## src/rtl/uart_cmd_pkg.sv

```systemverilog
// uart_cmd_pkg
//   Shared definitions for the host-to-pet command path:
//   - receiver and parser state encodings (exposed for debug/checker binding)
//   - CMD_* action codes consumed by the game-logic block
//   - ASCII constants used by the line parser
//   - letter_to_code: maps a command letter (either case) to its action code,
//     returning CMD_NONE when the byte is not a command letter.
package uart_cmd_pkg;

  typedef enum logic [2:0] {
    RX_IDLE,
    RX_START,
    RX_DATA,
    RX_STOP,
    RX_BREAK
  } rx_state_e;

  typedef enum logic [1:0] {
    P_IDLE,
    P_ARG,
    P_DISCARD
  } p_state_e;

  localparam logic [2:0] CMD_NONE     = 3'd0;
  localparam logic [2:0] CMD_FEED     = 3'd1;
  localparam logic [2:0] CMD_PLAY     = 3'd2;
  localparam logic [2:0] CMD_CLEAN    = 3'd3;
  localparam logic [2:0] CMD_SLEEP    = 3'd4;
  localparam logic [2:0] CMD_WAKE     = 3'd5;
  localparam logic [2:0] CMD_MEDICINE = 3'd6;
  localparam logic [2:0] CMD_STATUS   = 3'd7;

  localparam logic [7:0] ASCII_CR    = 8'h0D;
  localparam logic [7:0] ASCII_LF    = 8'h0A;
  localparam logic [7:0] ASCII_SPACE = 8'h20;
  localparam logic [7:0] ASCII_0     = 8'h30;
  localparam logic [7:0] ASCII_9     = 8'h39;

  function automatic logic [2:0] letter_to_code(input logic [7:0] ch);
    logic [7:0] up;
    up = ch;
    // fold 'a'..'z' onto 'A'..'Z'
    if (ch >= 8'h61 && ch <= 8'h7A) up = ch - 8'h20;
    case (up)
      8'h46:   letter_to_code = CMD_FEED;     // F
      8'h50:   letter_to_code = CMD_PLAY;     // P
      8'h43:   letter_to_code = CMD_CLEAN;    // C
      8'h53:   letter_to_code = CMD_SLEEP;    // S
      8'h57:   letter_to_code = CMD_WAKE;     // W
      8'h4D:   letter_to_code = CMD_MEDICINE; // M
      8'h52:   letter_to_code = CMD_STATUS;   // R
      default: letter_to_code = CMD_NONE;
    endcase
  endfunction

endpackage

```

## src/rtl/uart_rx_core.sv

```systemverilog
// uart_rx_core
//   8N1 UART receiver with a 2-FF input synchroniser.
//   Ports:
//     clk, rst_n     : clock, async active-low reset
//     uart_rx        : serial line, idle high, asynchronous to clk
//     rx_byte        : last byte received with a good stop bit
//     rx_byte_valid  : 1-cycle pulse, rx_byte updated in the same cycle
//     frame_err      : 1-cycle pulse on a low stop bit (byte discarded)
//     state          : receiver FSM state, for debug and busy reporting
//   Pulse outputs have no back-pressure: a consumer must act on the cycle
//   the pulse is high; nothing is held for it.
module uart_rx_core
  import uart_cmd_pkg::*;
#(
  parameter int DELAY_FRAMES = 234
) (
  input  logic       clk,
  input  logic       rst_n,
  input  logic       uart_rx,
  output logic [7:0] rx_byte,
  output logic       rx_byte_valid,
  output logic       frame_err,
  output rx_state_e  state
);

  localparam int CW = $clog2(DELAY_FRAMES + 1);
  localparam logic [CW-1:0] HALF_LAST = CW'(DELAY_FRAMES / 2 - 1);
  localparam logic [CW-1:0] FULL_LAST = CW'(DELAY_FRAMES - 1);

  logic [1:0]    sync_q;
  logic          rx_s;
  logic [CW-1:0] cnt;
  logic [2:0]    bit_idx;
  logic [7:0]    shreg;

  // synchroniser powers up as "line idle" so reset never looks like a start bit
  always_ff @(posedge clk or negedge rst_n) begin
    if (!rst_n) sync_q <= 2'b11;
    else        sync_q <= {sync_q[0], uart_rx};
  end

  assign rx_s = sync_q[1];

  always_ff @(posedge clk or negedge rst_n) begin
    if (!rst_n) begin
      state         <= RX_IDLE;
      cnt           <= '0;
      bit_idx       <= '0;
      shreg         <= '0;
      rx_byte       <= '0;
      rx_byte_valid <= 1'b0;
      frame_err     <= 1'b0;
    end else begin
      rx_byte_valid <= 1'b0;
      frame_err     <= 1'b0;
      case (state)
        RX_IDLE: begin
          if (!rx_s) begin
            state <= RX_START;
            cnt   <= '0;
          end
        end
        RX_START: begin
          // re-check at mid start bit; a high level here was only a glitch
          if (cnt == HALF_LAST) begin
            cnt     <= '0;
            bit_idx <= '0;
            state   <= rx_s ? RX_IDLE : RX_DATA;
          end else begin
            cnt <= cnt + 1'b1;
          end
        end
        RX_DATA: begin
          if (cnt == FULL_LAST) begin
            cnt     <= '0;
            shreg   <= {rx_s, shreg[7:1]};  // LSB first
            bit_idx <= bit_idx + 1'b1;
            if (bit_idx == 3'd7) state <= RX_STOP;
          end else begin
            cnt <= cnt + 1'b1;
          end
        end
        RX_STOP: begin
          if (cnt == FULL_LAST) begin
            cnt <= '0;
            if (rx_s) begin
              rx_byte       <= shreg;
              rx_byte_valid <= 1'b1;
              state         <= RX_IDLE;
            end else begin
              frame_err <= 1'b1;
              state     <= RX_BREAK;
            end
          end else begin
            cnt <= cnt + 1'b1;
          end
        end
        RX_BREAK: begin
          // line held low (break or desync): wait for idle before re-arming
          if (rx_s) state <= RX_IDLE;
        end
        default: state <= RX_IDLE;
      endcase
    end
  end

endmodule

```

## src/rtl/uart_cmd_rx.sv

```systemverilog
// uart_cmd_rx
//   Host command receiver: UART bytes are parsed into short ASCII lines
//   "<letter>[digits]<CR|LF>" and turned into action pulses.
//   Ports:
//     clk, rst_n     : 27 MHz clock, async active-low reset
//     uart_rx        : serial line from the host terminal
//     rx_byte        : last good received byte
//     rx_byte_valid  : 1-cycle pulse per good byte
//     frame_err      : 1-cycle pulse on a bad stop bit
//     cmd_valid      : 1-cycle pulse when a line is accepted
//     cmd_code       : action code (1..7), held until the next cmd_valid
//     cmd_arg        : argument 0..15 (1 when omitted), held with cmd_code
//     cmd_err        : 1-cycle pulse when a line is rejected
//     busy           : receiver mid-frame or parser holding a partial line
module uart_cmd_rx
  import uart_cmd_pkg::*;
#(
  parameter int DELAY_FRAMES = 234,
  parameter int CMD_TIMEOUT  = 2700000
) (
  input  logic       clk,
  input  logic       rst_n,
  input  logic       uart_rx,
  output logic [7:0] rx_byte,
  output logic       rx_byte_valid,
  output logic       frame_err,
  output logic       cmd_valid,
  output logic [2:0] cmd_code,
  output logic [4:0] cmd_arg,
  output logic       cmd_err,
  output logic       busy
);

  localparam int TW = $clog2(CMD_TIMEOUT + 1);
  localparam logic [TW-1:0] TO_LAST = TW'(CMD_TIMEOUT - 1);

  rx_state_e     rx_state;
  p_state_e      p_state;
  logic [2:0]    code_q;
  logic [4:0]    arg_acc;
  logic [1:0]    ndig;
  logic          bad;
  logic [TW-1:0] to_cnt;

  logic [2:0]    code_hit;
  logic          is_term;
  logic          is_space;
  logic          is_digit;
  logic [3:0]    digit;
  logic [8:0]    mac;
  logic [8:0]    digit_val;
  logic          digit_bad;

  uart_rx_core #(
    .DELAY_FRAMES(DELAY_FRAMES)
  ) u_rx (
    .clk           (clk),
    .rst_n         (rst_n),
    .uart_rx       (uart_rx),
    .rx_byte       (rx_byte),
    .rx_byte_valid (rx_byte_valid),
    .frame_err     (frame_err),
    .state         (rx_state)
  );

  // byte classification and argument arithmetic; the 9-bit product holds
  // 31*10+9, so any carry out of the 5-bit argument shows up in digit_val
  always_comb begin
    code_hit  = letter_to_code(rx_byte);
    is_term   = (rx_byte == ASCII_CR) || (rx_byte == ASCII_LF);
    is_space  = (rx_byte == ASCII_SPACE);
    is_digit  = (rx_byte >= ASCII_0) && (rx_byte <= ASCII_9);
    digit     = rx_byte[3:0];
    mac       = {4'b0, arg_acc} * 9'd10 + {5'b0, digit};
    digit_val = (ndig == 2'd0) ? {5'b0, digit} : mac;
    digit_bad = (ndig == 2'd2) || (digit_val > 9'd15);
  end

  always_ff @(posedge clk or negedge rst_n) begin
    if (!rst_n) begin
      p_state   <= P_IDLE;
      code_q    <= CMD_NONE;
      arg_acc   <= '0;
      ndig      <= '0;
      bad       <= 1'b0;
      to_cnt    <= '0;
      cmd_valid <= 1'b0;
      cmd_err   <= 1'b0;
      cmd_code  <= '0;
      cmd_arg   <= '0;
    end else begin
      cmd_valid <= 1'b0;
      cmd_err   <= 1'b0;
      case (p_state)
        P_IDLE: begin
          to_cnt <= '0;
          if (rx_byte_valid) begin
            if (code_hit != CMD_NONE) begin
              code_q  <= code_hit;
              arg_acc <= 5'd1;
              ndig    <= '0;
              bad     <= 1'b0;
              p_state <= P_ARG;
            end else if (!is_term && !is_space) begin
              p_state <= P_DISCARD;
            end
          end
        end
        P_ARG, P_DISCARD: begin
          if (rx_byte_valid) begin
            to_cnt <= '0;
            if (is_term) begin
              if (p_state == P_ARG && !bad) begin
                cmd_valid <= 1'b1;
                cmd_code  <= code_q;
                cmd_arg   <= arg_acc;
              end else begin
                cmd_err <= 1'b1;
              end
              p_state <= P_IDLE;
            end else if (p_state == P_ARG && is_digit) begin
              arg_acc <= digit_val[4:0];
              if (digit_bad) bad <= 1'b1;
              if (ndig != 2'd2) ndig <= ndig + 1'b1;
            end else begin
              p_state <= P_DISCARD;
            end
          end else if (frame_err) begin
            // a corrupted byte means the line can no longer be trusted
            p_state <= P_DISCARD;
            to_cnt  <= '0;
          end else if (to_cnt == TO_LAST) begin
            // stale partial line: drop it quietly
            p_state <= P_IDLE;
            to_cnt  <= '0;
          end else begin
            to_cnt <= to_cnt + 1'b1;
          end
        end
        default: p_state <= P_IDLE;
      endcase
    end
  end

  assign busy = (rx_state != RX_IDLE) || (p_state != P_IDLE);

endmodule

```

## config.mk

```make
export PLATFORM = sky130hd
export DESIGN_NAME = uart_cmd_rx
export DESIGN_NICKNAME = d
export VERILOG_FILES = /design/src/rtl/uart_cmd_pkg.sv /design/src/rtl/uart_rx_core.sv /design/src/rtl/uart_cmd_rx.sv
export SDC_FILE = /design/constraint.sdc
export NUM_CORES = 1
export LEC_CHECK = 0
export ABC_CLOCK_PERIOD_IN_PS = 2910
export CORE_UTILIZATION = 60
export DETAILED_ROUTE_END_ITERATION = 8
export PLACE_DENSITY_LB_ADDON = 0.08
export SYNTH_ARGS = -nofsm -noshare
export SYNTH_HDL_FRONTEND = slang
export SYNTH_SLANG_ARGS = --single-unit
```

## constraint.sdc

```tcl
create_clock -name clk -period 2.91 [get_ports clk]
set_input_delay 0.291 -clock clk [delete_from_list [all_inputs] [get_ports clk]]
set_output_delay 0.291 -clock clk [all_outputs]
set_load 0.02 [all_outputs]
```

==> reports/results.ini <==
[sta]
setup_ws_ps=463.5
setup_tns_ps=0
clock_skew_ps=12.66
hold_viol_final=0
post-route-min-period_ps=2446
worst_pin_slew_ps=961.4
max_slew_margin_pct=35.91
period_share_pct=84.07
rsz0062_at_grt=no
finalSetupViolCount=0
drv_slew=0
max_freq_mhz=408.8

[power_and_ir_drop]
p_per_area_nw_per_um2=413.6
leakagePower_nw=2.152
seqPwrFrac_pct=54.1
total_power_mw=2.036
pwr-share-comb_pct=1.1
clkPwrFrac_pct=44.8
swShare_pct=20.99
ir_worst_vdd_v=0.0003436
p_int_mw=1.609
p_switching_mw=0.4274

[clock_network]
tritoncts.num_buffers=9
clk_pin_slew_ps=80
clock_path_buffers=2
post_cts_resized=0
postCtsSetupBuffers=0
clkLatencyLatePin_ps=360
cts_root_buffer=clkbuf_8
postCtsHoldBufs=0
cts.sinks=79
cts_tree=built
htree_levels=3

[finish]
insertedDiodeCount=0
syn2layout_area_growth_pct=11.63
n_fill_cell=516
regArea_um2=1979
final_nets=470
layout-drive-gt1-share_pct=14.96
multi_input_area_um2=2287
fin_cells=544
final_area_um2=4923

[global_routing]
grtUsageMet2_pct=36.86
met3_usage_pct=4.524
gr-usage-met1_pct=34.50
track_usage_pct=24.30
grt_pass1_vias=3041
overflow=0
grt_first_pass_wirelength_um=14400
busiest_layer=met2
grt_max_degree=80
antenna_found_initial=0

[floorplan]
fp.dieH_um=87.74
die_w_um=87.74
core_um2=6944
start_util_pct=63.51
die_area_um2=7697
std_cell_rows=30
io-pin-count=24

[logic_synthesis]
synthCells=420
synth_cell_types=65
synth_nets=447
ys_seq_area_share_pct=44.88
synth_area_per_cell_um2=10.50
synthArstFlopShare_pct=100.0
syn_area_um2=4410
yosysWarnings=0
synth-edff-count=0
ys.flop_type=dfrtp_1
synth_seq_cells=79

[detailed_routing]
via_per_inst=5.858
ant_nets=0
first_pass_iters=4
detail_route.wl_per_cell_um=15.19
drt_wl_total_um=8266
drt_iter0_markers=137
remaining_drc_errors=0
vias=3187

[critical_path]
crit_buf_inv=1
reg2reg_depth=7
start_kind=flip-flop
critical_path_required_ps=3150
worstSetupPathType=reg2reg
critPathTopFamily=compound AO/OA/AOI/OAI gates
rr_endpoint=arg_acc[2]
cp_max_fo=9
path_cells=inv_1, ha_1, xor2_1, a211oi_2, o221ai_1, a211oi_4, mux2_4
arrival_ps=2680
cp_slowest_cell=dfrtp_1
critical_path_cell_count=7
regToRegSetupSlack_ps=460
r2r-start=u_rx.rx_byte[5]
cp_slowest_stage_delay_ps=480
cp-end-kind=flip-flop

[placed_design]
place_hpwl_um=5769
port_buffers=23
place_area_um2=4701
placed_cells=528
place_ws_ps=488.6
place_congestion=0.8581

[job]
drv_cap=0

[worst_hold_path]
hold_class=in2async

[status]
status=finished, final reports clean

## routing by layer
layer	wire length, um	share of wire [%]
met5	0	0
met4	102	1.2
met3	317	3.8
met2	3748	45
met1	4096	50
## placed cells by master, fill, tap and decap left out, types with 4 or more instances in the layout
cell type and instances:
nor2b_1 10, clkbuf_8 10, inv_1 17, dfrtp_1 77, xor2_1 11, ha_1 22
mux2i_1 7, mux2_2 27, nor2_1 35, nand3_1 17, xnor2_1 6, nand2b_1 10
clkdlybuf4s50_1 22, buf_4 4, nor3_1 8, o21ai_0 27, a31oi_1 4, mux2_4 4
nand2_1 30, nor4_1 4, a32o_1 7, and3_1 9, a21oi_1 8, o31ai_1 8
## cell usage after synthesis (6+ instances only)
master,instances,area (um^2)
nor3_1,8,40.04
and3_1,9,56.30
nand3_1,17,85.08
o21ai_0,27,135.1
inv_1,17,63.81
ha_1,22,275.3
a32o_1,7,70.07
nor2_1,35,131.4
a21oi_1,8,40.04
dfrtp_1,77,1927
o31ai_1,8,60.06
mux2_2,27,304.0
nand2b_1,10,62.56
nand2_1,30,112.6
mux2i_1,7,70.07
xnor2_1,6,52.55
xor2_1,11,96.34
nor2b_1,10,62.56
## power groups by stage
stage / combinational, mW / clock [mW] / sequential, mW
4_1_cts: 0.0250 / 0.923 / 1.10
6_report: 0.0230 / 0.912 / 1.10
5_1_grt: 0.0280 / 0.979 / 1.10
2_1_floorplan: 0.000930 / 0 / 1.12
3_3_place_gp: 0.0248 / 0 / 1.12
3_5_place_dp: 0.0250 / 0 / 1.12
## through the flow
step	util, %	hold slack (ps)
after floorplan	-	-4.591
after global placement	67.69	345.6
after detailed placement	67.69	351.0
after CTS	70.90	127.4
after global routing	70.90	167.0
final	70.90	70.81
## how the worst max path moves through the flow
stage,end,from,slack [ps]
2_1_floorplan,arg_acc[1],u_rx.rx_byte[5],530
3_3_place_gp,arg_acc[4],u_rx.rx_byte[5],570
3_5_place_dp,arg_acc[2],u_rx.rx_byte[5],490
4_1_cts,arg_acc[2],u_rx.rx_byte[5],470
5_1_grt,arg_acc[4],u_rx.rx_byte[5],230
6_report,arg_acc[2],u_rx.rx_byte[5],460
## flip-flops by register name, indices dropped and copies added (netlist names), 2 cells and up
| register | count |
|---|---|
| u_rx.state | 3 |
| ndig | 2 |
| u_rx.rx_byte | 8 |
| code_q | 3 |
| arg_acc | 5 |
| to_cnt | 22 |
| u_rx.cnt | 8 |
| p_state | 2 |
| u_rx.shreg | 8 |
| cmd_code | 3 |
| u_rx.bit_idx | 3 |
| u_rx.sync_q | 2 |
| cmd_arg | 5 |
## cell type report
cell class,instances,share of cell area (%)
timing repair buffer,26,5.083
clock inverter,5,1.652
inverter,17,1.296
sequential,79,40.20
tap,96,2.440
clock buffer,11,2.872
multi-input combinational,310,46.45
## cells by family after synthesis
kind of cell	after synthesis	share of synthesized area, %
AOI/OAI and AO/OA	76	11.83
and+or+nand+nor	155	19.66
buffers and inverters	31	3.262
muxes	38	9.844
DFF	79	44.88
xor gates and xnor gates	17	3.376
adders and majority gates	24	7.149
Power figures use the tool's default switching activity.
